File: config.mk
export PLATFORM = sky130hd
export DESIGN_NAME = tdm_demux
export DESIGN_NICKNAME = d
export VERILOG_FILES = /design/src/rtl/tdm_pkg.sv /design/src/rtl/tdm_demux_channel.sv /design/src/rtl/tdm_demux.sv
export SDC_FILE = /design/constraint.sdc
export NUM_CORES = 1
export LEC_CHECK = 0
export CAP_MARGIN = 20
export CELL_PAD_IN_SITES_DETAIL_PLACEMENT = 1
export CELL_PAD_IN_SITES_GLOBAL_PLACEMENT = 1
export CORE_ASPECT_RATIO = 1.2
export CORE_MARGIN = 2
export CORE_UTILIZATION = 36
export DETAILED_ROUTE_END_ITERATION = 6
export PLACE_DENSITY = 0.91
export SYNTH_ARGS = -nofsm -noshare
export SYNTH_HDL_FRONTEND = slang
export SYNTH_SLANG_ARGS = --single-unit
File: constraint.sdc
create_clock -name clk -period 2.2 [get_ports clk]
set_input_delay 0.33 -clock clk [delete_from_list [all_inputs] [get_ports clk]]
set_output_delay 0.33 -clock clk [all_outputs]
set_load 0.01 [all_outputs]
File: src/rtl/tdm_pkg.sv
// Shared types and constants for the TDM receive-side demultiplexer.
package tdm_pkg;

  localparam int unsigned CH_COUNT = 4;

  typedef logic [1:0] ch_sel_t;

  localparam ch_sel_t CH_A = 2'd0;
  localparam ch_sel_t CH_B = 2'd1;
  localparam ch_sel_t CH_C = 2'd2;
  localparam ch_sel_t CH_D = 2'd3;

endpackage

File: src/rtl/tdm_demux_channel.sv
// One output channel of the demux: holding register, data-held flag and
// sticky overflow flag.
module demux_channel #(
  parameter int WIDTH = 8
) (
  input  logic             clk,
  input  logic             rst_n,
  input  logic             wr,
  input  logic [WIDTH-1:0] wr_data,
  input  logic             ack,
  input  logic             ovf_set,
  input  logic             ovf_clr,
  output logic [WIDTH-1:0] data,
  output logic             valid,
  output logic             ovf
);

  logic [WIDTH-1:0] data_q, data_d;
  logic             valid_q, valid_d;
  logic             ovf_q, ovf_d;

  always_comb begin
    data_d  = data_q;
    valid_d = valid_q;
    ovf_d   = ovf_q;

    if (wr) begin
      data_d = wr_data;
    end

    // A write in the same cycle as an ack keeps the channel full.
    if (wr) begin
      valid_d = 1'b1;
    end else if (ack) begin
      valid_d = 1'b0;
    end

    if (ovf_set) begin
      ovf_d = 1'b1;
    end else if (ovf_clr) begin
      ovf_d = 1'b0;
    end
  end

  always_ff @(posedge clk or negedge rst_n) begin
    if (!rst_n) begin
      data_q  <= '0;
      valid_q <= 1'b0;
      ovf_q   <= 1'b0;
    end else begin
      data_q  <= data_d;
      valid_q <= valid_d;
      ovf_q   <= ovf_d;
    end
  end

  assign data  = data_q;
  assign valid = valid_q;
  assign ovf   = ovf_q;

endmodule

File: src/rtl/tdm_demux.sv
// 1-to-4 demultiplexer: routes a time-multiplexed word stream into four
// registered channels, by explicit select or by a frame-aligned slot counter.
module tdm_demux
  import tdm_pkg::*;
#(
  parameter int WIDTH        = 8,
  parameter bit DROP_ON_FULL = 1'b1
) (
  input  logic             clk,
  input  logic             rst_n,
  input  logic [WIDTH-1:0] in_data,
  input  logic             in_valid,
  input  logic [1:0]       in_sel,
  input  logic             enable,
  input  logic             auto_mode,
  input  logic             frame_sync,
  input  logic             clear_ovf,
  output logic             in_ready,
  output logic [WIDTH-1:0] out_a,
  output logic [WIDTH-1:0] out_b,
  output logic [WIDTH-1:0] out_c,
  output logic [WIDTH-1:0] out_d,
  output logic [3:0]       out_valid,
  input  logic [3:0]       out_ack,
  output logic [3:0]       overflow
);

  ch_sel_t slot_q, slot_d;
  ch_sel_t tgt;
  logic    accept;
  logic    beat;

  logic [CH_COUNT-1:0] wr_stb;
  logic [CH_COUNT-1:0] ovf_set;
  logic [CH_COUNT-1:0] valid;
  logic [CH_COUNT-1:0] ovf;
  logic [WIDTH-1:0]    ch_data [CH_COUNT];

  always_comb begin
    tgt = auto_mode ? (frame_sync ? CH_A : slot_q) : ch_sel_t'(in_sel);

    if (DROP_ON_FULL) begin
      in_ready = rst_n & enable & (~valid[tgt] | out_ack[tgt]);
    end else begin
      in_ready = rst_n & enable;
    end

    accept = in_valid & in_ready;
    beat   = enable & in_valid & auto_mode;

    wr_stb  = '0;
    ovf_set = '0;
    for (int unsigned i = 0; i < CH_COUNT; i++) begin
      wr_stb[i] = accept & (tgt == ch_sel_t'(i));
      if (DROP_ON_FULL) begin
        ovf_set[i] = enable & in_valid & ~in_ready & (tgt == ch_sel_t'(i));
      end else begin
        ovf_set[i] = wr_stb[i] & valid[i] & ~out_ack[i];
      end
    end

    // The slot advances on every beat, dropped or not, to keep frame alignment.
    slot_d = slot_q;
    if (frame_sync) begin
      slot_d = beat ? CH_B : CH_A;
    end else if (beat) begin
      slot_d = slot_q + 2'd1;
    end
  end

  always_ff @(posedge clk or negedge rst_n) begin
    if (!rst_n) begin
      slot_q <= CH_A;
    end else begin
      slot_q <= slot_d;
    end
  end

  for (genvar g = 0; g < CH_COUNT; g++) begin : g_ch
    demux_channel #(
      .WIDTH(WIDTH)
    ) u_ch (
      .clk    (clk),
      .rst_n  (rst_n),
      .wr     (wr_stb[g]),
      .wr_data(in_data),
      .ack    (out_ack[g]),
      .ovf_set(ovf_set[g]),
      .ovf_clr(clear_ovf),
      .data   (ch_data[g]),
      .valid  (valid[g]),
      .ovf    (ovf[g])
    );
  end

  assign out_a     = ch_data[CH_A];
  assign out_b     = ch_data[CH_B];
  assign out_c     = ch_data[CH_C];
  assign out_d     = ch_data[CH_D];
  assign out_valid = valid;
  assign overflow  = ovf;

endmodule

Word level (Yosys, flattened, before mapping)
Index checks and enable logic that the tools add are counted.
{ "totals": {"inputBits": 21, "mem_count": 0, "mem_bits_rw": 0, "latchBits": 0, "romBits": 0, "reg_bits": 42, "out_inout_bits": 41} }
{ "classes": {"add_sub_neg": 1, "muxes": 22, "magnitude_cmp": 1, "n_mul": 0, "bitwise": 17, "n_eq_ne": 3, "n_shift": 0, "div": 0, "n_reduce_logical": 10} }
{ "op_table": {"columns": ["cell", "n"], "rows": [
  ["2-bit nonzero test", 9],
  ["1-bit 2-to-1 mux", 16],
  ["1-bit AND", 14],
  ["2-bit 2-to-1 mux", 4],
  ["1-bit binary-select mux with 2-bit select", 2],
  ["2-bit equality test (second input constant)", 2],
  ["2-bit by 3-bit less-than comparator with 1-bit output (second input constant)", 1],
  ["2-bit by 1-bit adder with 2-bit output (second input constant)", 1],
  ["2-bit by 1-bit equality test with 1-bit output (second input constant)", 1],
  ["2-bit zero test", 1],
  ["1-bit inverter", 2],
  ["1-bit OR", 1]
]} }

Longest topological paths before layout
Gate-level depths: netlist (run 1).
{ "depth": {"word_depth": 11, "depth_mapped": 6, "ltp_nobuf": 4} }

Hierarchy
A second synthesis (run 1) with hierarchy kept.
{ "unflattened": {"hier_cells": 131, "hier_area_um2": 1910.6} }
{ "modules_own_cells": {"columns": ["mod", "seq_area_each_um2", "area_each_um2", "cells_per_inst", "instances"], "rows": [
  ["demux_channel", 250.2, 405.4, 23, 4],
  ["tdm_demux", 50.0, 289.0, 39, 1]
]} }

Worst setup path before layout (run 1)
No wires, ideal clock.
{ "synth_timing": {"kind": "flip-flop to flip-flop", "start": "register slot_q[0]", "end": "register g_ch[2].u_ch.data_q[0]", "setup_slack_ns": 0.586, "path_stages_with_launch": 6, "synth_period_minus_slack_ns": 1.614, "path_buffers": 1, "t_arrival_ns": 1.489, "setup_ns": 0.125, "path_cell_list": "dfrtp_1 > and4bb_2 > a21oi_1 > or3b_1 > buf_6 > mux2_4"} }
{ "synth_between": {"elab_chain_cells": 9, "word_cells_on_any_way": 12, "cone_classes": "1 x eq/ne; 6 x mux; 5 x bitwise"} }
{ "synth_rtl": {"columns": ["element", "line", "rtl"], "rows": [
  ["from (decl)", "tdm_demux.sv:28", "ch_sel_t slot_q, slot_d;"],
  ["from (signal assigned)", "tdm_demux.sv:75", "slot_q <= slot_d;"],
  ["2-bit 2-to-1 mux * (2 in a row)", "tdm_demux.sv:40", "tgt = auto_mode ? (frame_sync ? CH_A : slot_q) : ch_sel_t'(in_sel);"],
  ["1-bit binary-select mux with 2-bit select", "tdm_demux.sv:43", "in_ready = rst_n & enable & (~valid[tgt] | out_ack[tgt]);"],
  ["1-bit 2-to-1 mux (implied by the code)", "tdm_demux.sv:43", null],
  ["1-bit inverter", "tdm_demux.sv:43", null],
  ["1-bit OR", "tdm_demux.sv:43", null],
  ["1-bit AND", "tdm_demux.sv:43", null],
  ["1-bit AND", "tdm_demux.sv:48", "accept = in_valid & in_ready;"],
  ["1-bit AND *", "tdm_demux.sv:54", "wr_stb[i] = accept & (tgt == ch_sel_t'(i));"],
  ["to (signal assigned)", "tdm_demux_channel.sv:51", "data_q <= data_d;"],
  ["to (decl)", "tdm_demux_channel.sv:18", "logic [WIDTH-1:0] data_q, data_d;"]
]} }
Mark *: on every way between the ends. The rest lies on a longest branch, timed or not. The select of a mux whose other input is x is not followed.
A chain may end at the register's enable or synchronous reset.

Worst setup path after layout (run 1)
{ "layout_timing": {"start": "input frame_sync", "end": "output in_ready"} }
{ "layout_between": {"elab_chain_cells": 7, "word_cells_on_any_way": 9, "cone_classes": "6 x mux; 3 x bitwise"} }
{ "layout_rtl": {"columns": ["element", "line", "rtl"], "rows": [
  ["from (decl)", "tdm_demux.sv:16", "input logic frame_sync,"],
  ["2-bit 2-to-1 mux * (2 in a row)", "tdm_demux.sv:40", null],
  ["1-bit binary-select mux with 2-bit select", "tdm_demux.sv:43", null],
  ["1-bit 2-to-1 mux (implied by the code)", "tdm_demux.sv:43", null],
  ["1-bit inverter", "tdm_demux.sv:43", null],
  ["1-bit OR *", "tdm_demux.sv:43", null],
  ["1-bit AND *", "tdm_demux.sv:43", null],
  ["to (decl)", "tdm_demux.sv:18", "output logic in_ready,"]
]} }
Marked as above.

==> out/qor.json, run 1 <==
{
  "worstHoldPathType": {"value": "in -> async"},
  "path_max_fanout": {"value": 3},
  "globalRouteTotalUtil": {"value": 0.171},
  "area_of_combinational_cells_with_multiple_inputs": {"value": 753, "unit": "sq um"},
  "power.ir.vdd_worst": {"value": 0.551, "unit": "mV"},
  "fill_cells": {"value": 532},
  "synth.yosys.seq_area_share": {"value": 0.550},
  "required_time_at_the_worst_slack_endpoint": {"value": 1.87, "unit": "ns"},
  "ctsHtreeMaxLevel": {"value": 2},
  "worst_clock_skew": {"value": 0.00360, "unit": "ns"},
  "max_cap_viol_count": {"value": 0},
  "syn2layout_area_growth": {"value": 45.7, "unit": "%"},
  "port-buffer-count": {"value": 61},
  "worstSetupStartpointType": {"value": "primary input"},
  "post-synth-top-area-cell": {"value": "sky130_fd_sc_hd__dfrtp_1"},
  "post_synthesis_cell_type_count": {"value": 32},
  "cts.sinks": {"value": 42},
  "cts_buffers": {"value": 5},
  "area.sequential": {"value": 0.00105, "unit": "sq mm"},
  "synth_enable_flop_cells": {"value": 0},
  "io-pin-count": {"value": 62},
  "synth_async_sr_flop_share": {"value": 1.00},
  "finish.utilization": {"value": 0.536},
  "path_cells": {"value": "clkdlybuf4s50_1 -> and2b_1 -> a21oi_1 -> nand3_1 -> o22ai_1 -> dlygate4sd2_1"},
  "fmax": {"value": 483, "unit": "MHz"},
  "number_of_global_route_vias_before_repair": {"value": 1553},
  "grt_pass1_wl": {"value": 7.82, "unit": "mm"},
  "final.period_utilization": {"value": 0.941},
  "drc": {"value": 0},
  "ys_dominant_reg_cell": {"value": "sky130_fd_sc_hd__dfrtp_1"},
  "status": {"value": "finished, final reports clean"},
  "place.gp.congestion": {"value": 0.787},
  "power.static_leakage": {"value": 1.24, "unit": "nW"},
  "avgRoutedWirePerCell": {"value": 17.2, "unit": "um"},
  "hold_viol_final": {"value": 0},
  "initial_core_util": {"value": 0.368},
  "tritoncts_clock_tree": {"value": "yes"},
  "worst_skew_pair.late_latency": {"value": 0.29, "unit": "ns"},
  "setup_repair_after_global_routing_missed_its_margin": {"value": "false"},
  "timing.critical_path.to_type": {"value": "primary output"},
  "hold_buffers": {"value": 0},
  "synth_fp_nets": {"value": 160},
  "worst_path_max_delay_cell": {"value": "sky130_fd_sc_hd__clkdlybuf4s50_1"},
  "clkTransAtPathRegs": {"value": 0.08, "unit": "ns"},
  "synth.ff_latch_count": {"value": 42},
  "drt_pre_antenna_iters": {"value": 4},
  "layout_min_cycle_time": {"value": 2.07, "unit": "ns"},
  "synth.area.top_cells": {"value": "sky130_fd_sc_hd__dfrtp_1 (55%), sky130_fd_sc_hd__mux2_2 (14%), sky130_fd_sc_hd__mux2_4 (6.3%)"},
  "syn-mean-instance-area": {"value": 13.7, "unit": "sq um"},
  "post-layout-total-power": {"value": 2.26, "unit": "mW"},
  "worst-path-buf-inv": {"value": 2},
  "die_height": {"value": 83.8, "unit": "um"},
  "drtAntennaViolNets": {"value": 0},
  "fin_hold_ws": {"value": 0.120, "unit": "ns"},
  "finalSetupViolations": {"value": 0},
  "drt_wl_total": {"value": 4.77, "unit": "mm"},
  "core_region_area": {"value": 0.00519, "unit": "sq mm"},
  "row_count": {"value": 29},
  "route.vias.total": {"value": 1366},
  "pwr_density_cell": {"value": 811, "unit": "mW/mm^2"},
  "critical_path.max_stage_delay": {"value": 0.49, "unit": "ns"},
  "synth_cells": {"value": 139},
  "worst-setup-path-type": {"value": "in -> out"},
  "placedCellCount": {"value": 269},
  "yosysTopAreaCellShare": {"value": 0.550},
  "worst_slew_pin_slew": {"value": 0.397, "unit": "ns"},
  "pre_cts_ws": {"value": -0.251, "unit": "ns"},
  "final_cell_count_no_fill": {"value": 277},
  "fp.dieArea": {"value": 0.00590, "unit": "sq mm"},
  "final_net_count": {"value": 235},
  "critPathArrivalTime": {"value": 1.74, "unit": "ns"},
  "report.final.slew_viol_count": {"value": 0},
  "syn-cell-area": {"value": 0.00191, "unit": "sq mm"},
  "yosysWarningCount": {"value": 0},
  "cts_root_buf": {"value": "sky130_fd_sc_hd__clkbuf_8"},
  "first_iter_violations": {"value": 19},
  "timing.slew.headroom": {"value": 0.735},
  "fp.dieW": {"value": 70.5, "unit": "um"},
  "synth_most_common_cell": {"value": "sky130_fd_sc_hd__dfrtp_1"},
  "detail_route.vias_per_cell": {"value": 4.93},
  "globalRouteOverflowTotal": {"value": 0},
  "dp_hpwl": {"value": 3.68, "unit": "mm"},
  "antenna_cells_inserted": {"value": 0},
  "post_route_cells_drive_above_1_share": {"value": 0.312},
  "finalWorstSetupSlack": {"value": 0.131, "unit": "ns"},
  "cts_max_path_buffers": {"value": 2},
  "synth_top_cells_by_count": {"value": "sky130_fd_sc_hd__dfrtp_1 (42), sky130_fd_sc_hd__mux2_2 (24), sky130_fd_sc_hd__buf_4 (8), sky130_fd_sc_hd__mux2_4 (8), sky130_fd_sc_hd__o21ai_0 (7)"},
  "largest_net_degree_at_the_start_of_global_routing": {"value": 30},
  "critical_path.top_delay_family": {"value": "buffers and inverters"},
  "initial_antenna_violation_count": {"value": 0}
}
power breakdown:
| part | internal, mW | total, mW | switching [mW] |
|---|---|---|---|
| sequential | 0.918 | 1.00 | 0.0823 |
| clock | 0.334 | 0.596 | 0.262 |
| combinational | 0.424 | 0.659 | 0.235 |
| total | 1.68 | 2.26 | 0.579 |
worst register-to-register path, cell delays in order, from the launching register on:
cell	delay (ns)
sky130_fd_sc_hd__dfrtp_1	0.41
sky130_fd_sc_hd__and4bb_2	0.30
sky130_fd_sc_hd__a21oi_1	0.06
sky130_fd_sc_hd__or3b_1	0.39
sky130_fd_sc_hd__buf_4	0.20
sky130_fd_sc_hd__mux2_4	0.30
logic make-up after synthesis:
group / after synthesis / share of synthesized area
DFF: 42 / 0.550
muxes: 34 / 0.215
and+or+nand+nor: 27 / 0.106
AOI/OAI and AO/OA: 18 / 0.0642
buffers and inverters: 16 / 0.0550
xor gates and xnor gates: 2 / 0.00918
worst paths after layout:
check	from	end	slack, ns	depth (start not counted)
max	frame_sync	in_ready	0.13	6
min	rst_n	slot_q[0]	0.12	2
max reg2reg	slot_q[0]	g_ch[2].u_ch.data[6]	0.43	5
min reg2reg	g_ch[1].u_ch.data[4]	g_ch[1].u_ch.data[4]	0.51	1
max in group asynchronous	rst_n	g_ch[1].u_ch.data[7]	1.75	2
min in group clk	g_ch[1].u_ch.data[4]	g_ch[1].u_ch.data[4]	0.51	1
metal layers:
layer / wire [um] / part of all wire / up-vias / global-route usage
met5: 0 / 0 / - / 0
met4: 56 / 0.012 / 0 / 0.0542
met3: 278 / 0.058 / 6 / 0.0519
met2: 2600 / 0.54 / 42 / 0.304
met1: 1840 / 0.38 / 689 / 0.193
li1: - / - / 629 / -
cells in the final DEF, fill, tap and decap left out, types with 2 or more instances in the layout:
master                            netlist  layout
sky130_fd_sc_hd__a211o_2                2       2
sky130_fd_sc_hd__a21oi_1                4       4
sky130_fd_sc_hd__buf_12                 0       3
sky130_fd_sc_hd__buf_4                  8      14
sky130_fd_sc_hd__clkbuf_8               0       5
sky130_fd_sc_hd__clkdlybuf4s50_1        0      58
sky130_fd_sc_hd__clkinv_2               0       2
sky130_fd_sc_hd__dfrtp_1               42      42
sky130_fd_sc_hd__dlygate4sd2_1          0       2
sky130_fd_sc_hd__inv_1                  6       6
sky130_fd_sc_hd__mux2_2                24      24
sky130_fd_sc_hd__mux2_4                 8       8
sky130_fd_sc_hd__mux2i_1                2       2
sky130_fd_sc_hd__nand2_1                4       4
sky130_fd_sc_hd__nand2b_1               4       4
sky130_fd_sc_hd__nand3_1                2       2
sky130_fd_sc_hd__nand3b_1               2       2
sky130_fd_sc_hd__nor2_1                 2       2
sky130_fd_sc_hd__nor2b_1                2       2
sky130_fd_sc_hd__nor3b_4                2       2
sky130_fd_sc_hd__o21ai_0                7       6
sky130_fd_sc_hd__xnor2_1                2       2
flip-flops by register name, indices dropped and copies added, names as in the netlist:
| signal | cells |
|---|---|
| g_ch.u_ch.ovf | 4 |
| g_ch.u_ch.valid | 4 |
| slot_q | 2 |
| g_ch.u_ch.data | 32 |
area by class of cell:
class | instances | share of cell area
Sequential cell | 42 | 0.378
Timing Repair Buffer | 78 | 0.276
Tap cell | 62 | 0.0279
Inverter | 6 | 0.00810
Clock buffer | 5 | 0.0247
Clock inverter | 3 | 0.0144
Multi-Input combinational cell | 81 | 0.271
per-stage QoR:
| stage | setup TNS, ns | cell area [sq um] |
|---|---|---|
| final | 0 | 2780 |
| after global routing | 0 | 2780 |
| after CTS | 0 | 2780 |
| after detailed placement | -0.729 | 2680 |
| after global placement | -0.621 | 2680 |
| after floorplan | 0 | 1910 |
what timing repair did:
item                                   in CTS  in global routing
resized for setup                           3                  0
endpoints found under the hold margin       0                  0
setup endpoints to repair                   1                  0
buffers inserted                            0                  0
No activity file was read; power rests on OpenSTA's default activity.
==> run 2: changes to the inputs <==
--- a/config.mk
+++ b/config.mk
@@ -15,4 +15,5 @@
 export PLACE_DENSITY = 0.91
 export SYNTH_ARGS = -nofsm -noshare
 export SYNTH_HDL_FRONTEND = slang
+export SYNTH_HIERARCHICAL = 1
 export SYNTH_SLANG_ARGS = --single-unit
==> run 2 against run 1 <==
Final cell count is 0.36% lower. Final area is 2.6% higher. Largest cell class unchanged. Flip-flop and latch count stayed put. Area after synthesis hardly changed. Combinational power is 8.0% higher. Register-to-register slack worse by 0.25 ns. Global-route usage is 0.13 points higher. Non-clock buffer count is 1 higher. Worst hold slack worse by 0.050 ns. Power is 8.9% higher.
==> out/qor.json, run 2 <==
{
  "fmax": {"value": 481, "unit": "MHz", "change": "was 483 MHz"},
  "yosysWarningCount": {"value": 6, "change": "was 0"},
  "dp_hpwl": {"value": 3.56, "unit": "mm", "change": "was 3.68 mm"},
  "synth_cells": {"value": 131, "change": "was 139"},
  "report.final.slew_viol_count": {"value": 0, "change": "unchanged"},
  "critPathArrivalTime": {"value": 1.75, "unit": "ns", "change": "was 1.74 ns"},
  "antenna_cells_inserted": {"value": 0, "change": "unchanged"},
  "worstSetupStartpointType": {"value": "flop", "change": "was primary input"},
  "power.ir.vdd_worst": {"value": 0.538, "unit": "mV", "change": "was 0.551 mV"},
  "post_synthesis_cell_type_count": {"value": 28, "change": "was 32"},
  "dpl_cell_area": {"value": 0.00271, "unit": "sq mm", "change": "was 0.00268 sq mm"},
  "worst-setup-path-type": {"value": "reg -> out", "change": "was in -> out"},
  "cp-startpoint": {"value": "slot_q[0]", "change": "was frame_sync"},
  "critical_path.max_stage_delay": {"value": 0.55, "unit": "ns", "change": "was 0.49 ns"},
  "layout_commonest_cell": {"value": "sky130_fd_sc_hd__clkdlybuf4s50_1", "change": "unchanged"},
  "rr_worst_depth": {"value": 7, "change": "was 5"},
  "drc": {"value": 0, "change": "unchanged"},
  "hold_viol_final": {"value": 0, "change": "unchanged"},
  "yosysTopAreaCellShare": {"value": 0.550, "change": "about the same"},
  "design_area": {"value": 0.00285, "unit": "sq mm", "change": "was 0.00278 sq mm"},
  "route.vias.total": {"value": 1336, "change": "was 1,366"},
  "row_count": {"value": 29, "change": "unchanged"},
  "synth-adder-area-share": {"value": 0, "change": "unchanged"},
  "layout_min_cycle_time": {"value": 2.08, "unit": "ns", "change": "was 2.07 ns"},
  "drt_pre_antenna_iters": {"value": 4, "change": "unchanged"},
  "worstHoldPathType": {"value": "in -> async", "change": "unchanged"},
  "max_cap_viol_count": {"value": 0, "change": "unchanged"},
  "setup_repair_after_global_routing_missed_its_margin": {"value": "false", "change": "unchanged"},
  "globalRouteTotalUtil": {"value": 0.172, "change": "was 0.171"},
  "globalRouteMet2Util": {"value": 0.291, "change": "was 0.304"},
  "reg2reg_from": {"value": "slot_q[0]", "change": "unchanged"},
  "worst_clock_skew": {"value": 0.00533, "unit": "ns", "change": "was 0.00360 ns"},
  "detail_route.vias_per_cell": {"value": 4.84, "change": "was 4.93"},
  "synth_fp_nets": {"value": 152, "change": "was 160"},
  "largest_reg_flops": {"value": 32, "change": "unchanged"},
  "synth_enable_flop_cells": {"value": 0, "change": "unchanged"},
  "die_height": {"value": 83.8, "unit": "um", "change": "about the same"},
  "synth.area.top_cells": {"value": "sky130_fd_sc_hd__dfrtp_1 (55%), sky130_fd_sc_hd__mux2_4 (25%), sky130_fd_sc_hd__buf_6 (2.4%)", "change": "was sky130_fd_sc_hd__dfrtp_1 (55%), sky130_fd_sc_hd__mux2_2 (14%), sky130_fd_sc_hd__mux2_4 (6.3%)"},
  "syn-mean-instance-area": {"value": 14.6, "unit": "sq um", "change": "was 13.7 sq um"},
  "worst_skew_pair.late_latency": {"value": 0.29, "unit": "ns", "change": "about the same"},
  "fp.dieW": {"value": 70.5, "unit": "um", "change": "about the same"},
  "grt_use_met3": {"value": 0.0447, "change": "was 0.0519"},
  "initial_core_util": {"value": 0.368, "change": "about the same"},
  "clkTransAtPathRegs": {"value": 0.08, "unit": "ns", "change": "about the same"},
  "fill_cells": {"value": 540, "change": "was 532"},
  "finish.utilization": {"value": 0.550, "change": "was 0.536"},
  "worst_path_max_delay_cell": {"value": "sky130_fd_sc_hd__or4b_4", "change": "was sky130_fd_sc_hd__clkdlybuf4s50_1"},
  "worst_slew_pin_slew": {"value": 0.539, "unit": "ns", "change": "was 0.397 ns"},
  "timing.critical_path.to_type": {"value": "primary output", "change": "unchanged"},
  "grtUsageMet1": {"value": 0.215, "change": "was 0.193"},
  "rr_endpoint": {"value": "g_ch[0].u_ch/data[1]", "change": "was g_ch[2].u_ch.data[6]"},
  "post_route_cells_drive_above_1_share": {"value": 0.336, "change": "was 0.312"},
  "final_net_count": {"value": 234, "change": "was 235"},
  "path_cells": {"value": "and3b_2 -> or4b_4 -> o21ai_2 -> o22ai_1 -> buf_2", "change": "was clkdlybuf4s50_1 -> and2b_1 -> a21oi_1 -> nand3_1 -> o22ai_1 -> dlygate4sd2_1"},
  "avgRoutedWirePerCell": {"value": 17.2, "unit": "um", "change": "about the same"},
  "path_max_fanout": {"value": 3, "change": "unchanged"},
  "place.gp.congestion": {"value": 0.754, "change": "was 0.787"},
  "fin_hold_ws": {"value": 0.0698, "unit": "ns", "change": "was 0.120 ns"},
  "timing.slew.headroom": {"value": 0.631, "change": "was 0.735"},
  "post_cts_buffers": {"value": 0, "change": "unchanged"},
  "largest_net_degree_at_the_start_of_global_routing": {"value": 26, "change": "was 30"},
  "status": {"value": "finished, final reports clean", "change": "unchanged"},
  "crit_path_end": {"value": "in_ready", "change": "unchanged"},
  "core_region_area": {"value": 0.00519, "unit": "sq mm", "change": "unchanged"},
  "syn2layout_area_growth": {"value": 49.4, "unit": "%", "change": "was 45.7%"},
  "synth.yosys.seq_area_share": {"value": 0.550, "change": "about the same"},
  "tritoncts_clock_tree": {"value": "yes", "change": "unchanged"},
  "synth_most_common_cell": {"value": "sky130_fd_sc_hd__dfrtp_1", "change": "unchanged"},
  "synth.ff_latch_count": {"value": 42, "change": "unchanged"},
  "initial_antenna_violation_count": {"value": 0, "change": "unchanged"},
  "cts.sinks": {"value": 42, "change": "unchanged"},
  "post-layout-total-power": {"value": 2.46, "unit": "mW", "change": "was 2.26 mW"},
  "cts_root_buf": {"value": "sky130_fd_sc_hd__clkbuf_8", "change": "unchanged"},
  "io-pin-count": {"value": 62, "change": "unchanged"},
  "grt_pass1_wl": {"value": 7.85, "unit": "mm", "change": "was 7.82 mm"},
  "synth_top_cells_by_count": {"value": "sky130_fd_sc_hd__dfrtp_1 (42), sky130_fd_sc_hd__mux2_4 (32), sky130_fd_sc_hd__inv_1 (9)", "change": "was sky130_fd_sc_hd__dfrtp_1 (42), sky130_fd_sc_hd__mux2_2 (24), sky130_fd_sc_hd__buf_4 (8), sky130_fd_sc_hd__mux2_4 (8), sky130_fd_sc_hd__o21ai_0 (7)"},
  "finalSetupViolations": {"value": 0, "change": "unchanged"},
  "yosys.area_share.simple": {"value": 0.0766, "change": "was 0.106"},
  "drtAntennaViolNets": {"value": 0, "change": "unchanged"},
  "cts_buffers": {"value": 5, "change": "unchanged"},
  "cts_max_path_buffers": {"value": 2, "change": "unchanged"},
  "number_of_global_route_vias_before_repair": {"value": 1522, "change": "was 1,553"},
  "grt_most_used_layer": {"value": "met2", "change": "unchanged"},
  "r2r_setup_slack": {"value": 0.18, "unit": "ns", "change": "was 0.43 ns"},
  "synth_top_family_by_area": {"value": "multiplexers", "change": "unchanged"},
  "fp.dieArea": {"value": 0.00591, "unit": "sq mm", "change": "was 0.00590 sq mm"},
  "ctsHtreeMaxLevel": {"value": 2, "change": "unchanged"},
  "ys_dominant_reg_cell": {"value": "sky130_fd_sc_hd__dfrtp_1", "change": "unchanged"},
  "muxShareOfSynthArea": {"value": 0.257, "change": "was 0.215"},
  "globalRouteOverflowTotal": {"value": 0, "change": "unchanged"},
  "synth_async_sr_flop_share": {"value": 1.00, "change": "unchanged"},
  "post-synth-top-area-cell": {"value": "sky130_fd_sc_hd__dfrtp_1", "change": "unchanged"},
  "required_time_at_the_worst_slack_endpoint": {"value": 1.87, "unit": "ns", "change": "about the same"},
  "final.setup.tns": {"value": 0, "unit": "ns", "change": "unchanged"},
  "synth_compound_area_frac": {"value": 0.0661, "change": "was 0.0642"},
  "first_iter_violations": {"value": 33, "change": "was 19"},
  "final.period_utilization": {"value": 0.946, "change": "was 0.941"},
  "xor_xnor_portion_of_the_synthesized_cell_area": {"value": 0.00917, "change": "about the same"},
  "drt_wl_total": {"value": 4.76, "unit": "mm", "change": "was 4.77 mm"},
  "port-buffer-count": {"value": 61, "change": "unchanged"},
  "pwr_density_cell": {"value": 861, "unit": "mW/mm^2", "change": "was 811 mW/mm^2"},
  "syn-cell-area": {"value": 0.00191, "unit": "sq mm", "change": "about the same"},
  "top_library_cells_by_usage_in_the_layout_fill_and_taps_aside": {"value": "sky130_fd_sc_hd__clkdlybuf4s50_1 (57), sky130_fd_sc_hd__dfrtp_1 (42), sky130_fd_sc_hd__mux2_4 (32)", "change": "was sky130_fd_sc_hd__clkdlybuf4s50_1 (58), sky130_fd_sc_hd__dfrtp_1 (42), sky130_fd_sc_hd__mux2_2 (24)"},
  "power.static_leakage": {"value": 1.36, "unit": "nW", "change": "was 1.24 nW"}
}
==> run 2: cells by family after synthesis <==
family,count (synthesis)
multiplexers,33
AO/OA/AOI/OAI,16
XOR/XNOR,2
flip-flops,42
buffers and inverters,13
AND/OR/NAND/NOR,25
==> run 2: routing by layer <==
metal,part of all wire,vias to the layer above
met1,0.42,667
met2,0.52,43
li1,-,619
met5,0,-
met4,0.015,0
met3,0.049,7
==> run 2: cell type report <==
type / instances / area, sq um / area share
clock inverters: 3 / 68.8 / 0.0241
flip-flops and latches: 42 / 1050 / 0.368
repair buffers: 79 / 753 / 0.264
inverters: 9 / 33.8 / 0.0118
multi-input cells: 76 / 801 / 0.281
clock buffers: 5 / 68.8 / 0.0241
well taps: 62 / 77.6 / 0.0272
==> run 2: power by group <==
group,switching [mW],internal [mW],leakage [nW],total (mW)
clock,0.276,0.455,0.0683,0.731
combinational,0.233,0.479,0.755,0.712
sequential,0.0956,0.918,0.537,1.01
total,0.605,1.85,1.36,2.46
==> run 2: timing repair <==
item / 4_1_cts / 5_1_grt
gates resized for setup: 7 / 3
endpoints found under the setup margin: 1 / 9
pin swaps: 0 / 3
hold buffers: 0 / 0
==> run 2: worst min-delay path by stage <==
stage                     start                    to  depth (start not counted)
after floorplan           rst_n  g_ch[0].u_ch/data[0]                          0
after global placement    rst_n      g_ch[0].u_ch/ovf                          2
after detailed placement  rst_n      g_ch[2].u_ch/ovf                          2
after CTS                 rst_n  g_ch[1].u_ch/data[3]                          2
after global routing      rst_n  g_ch[2].u_ch/data[1]                          2
final                     rst_n  g_ch[2].u_ch/data[1]                          2
==> run 2: critical path: cells and delay by family (launching register included) <==
kind                   cells  cell delay (ns)
AO/OA/AOI/OAI              2             0.15
buffers and inverters      1             0.14
flip-flops                 1             0.40
AND/OR/NAND/NOR            2             0.78
==> run 2: per-stage QoR <==
| stage | worst slack [ns] | cells |
|---|---|---|
| floorplan | 0.315 | 131 |
| detailed placement | -0.314 | 268 |
| global route | 0.0331 | 276 |
| global placement | -0.296 | 268 |
| finish | 0.119 | 276 |
| CTS | 0.0122 | 276 |
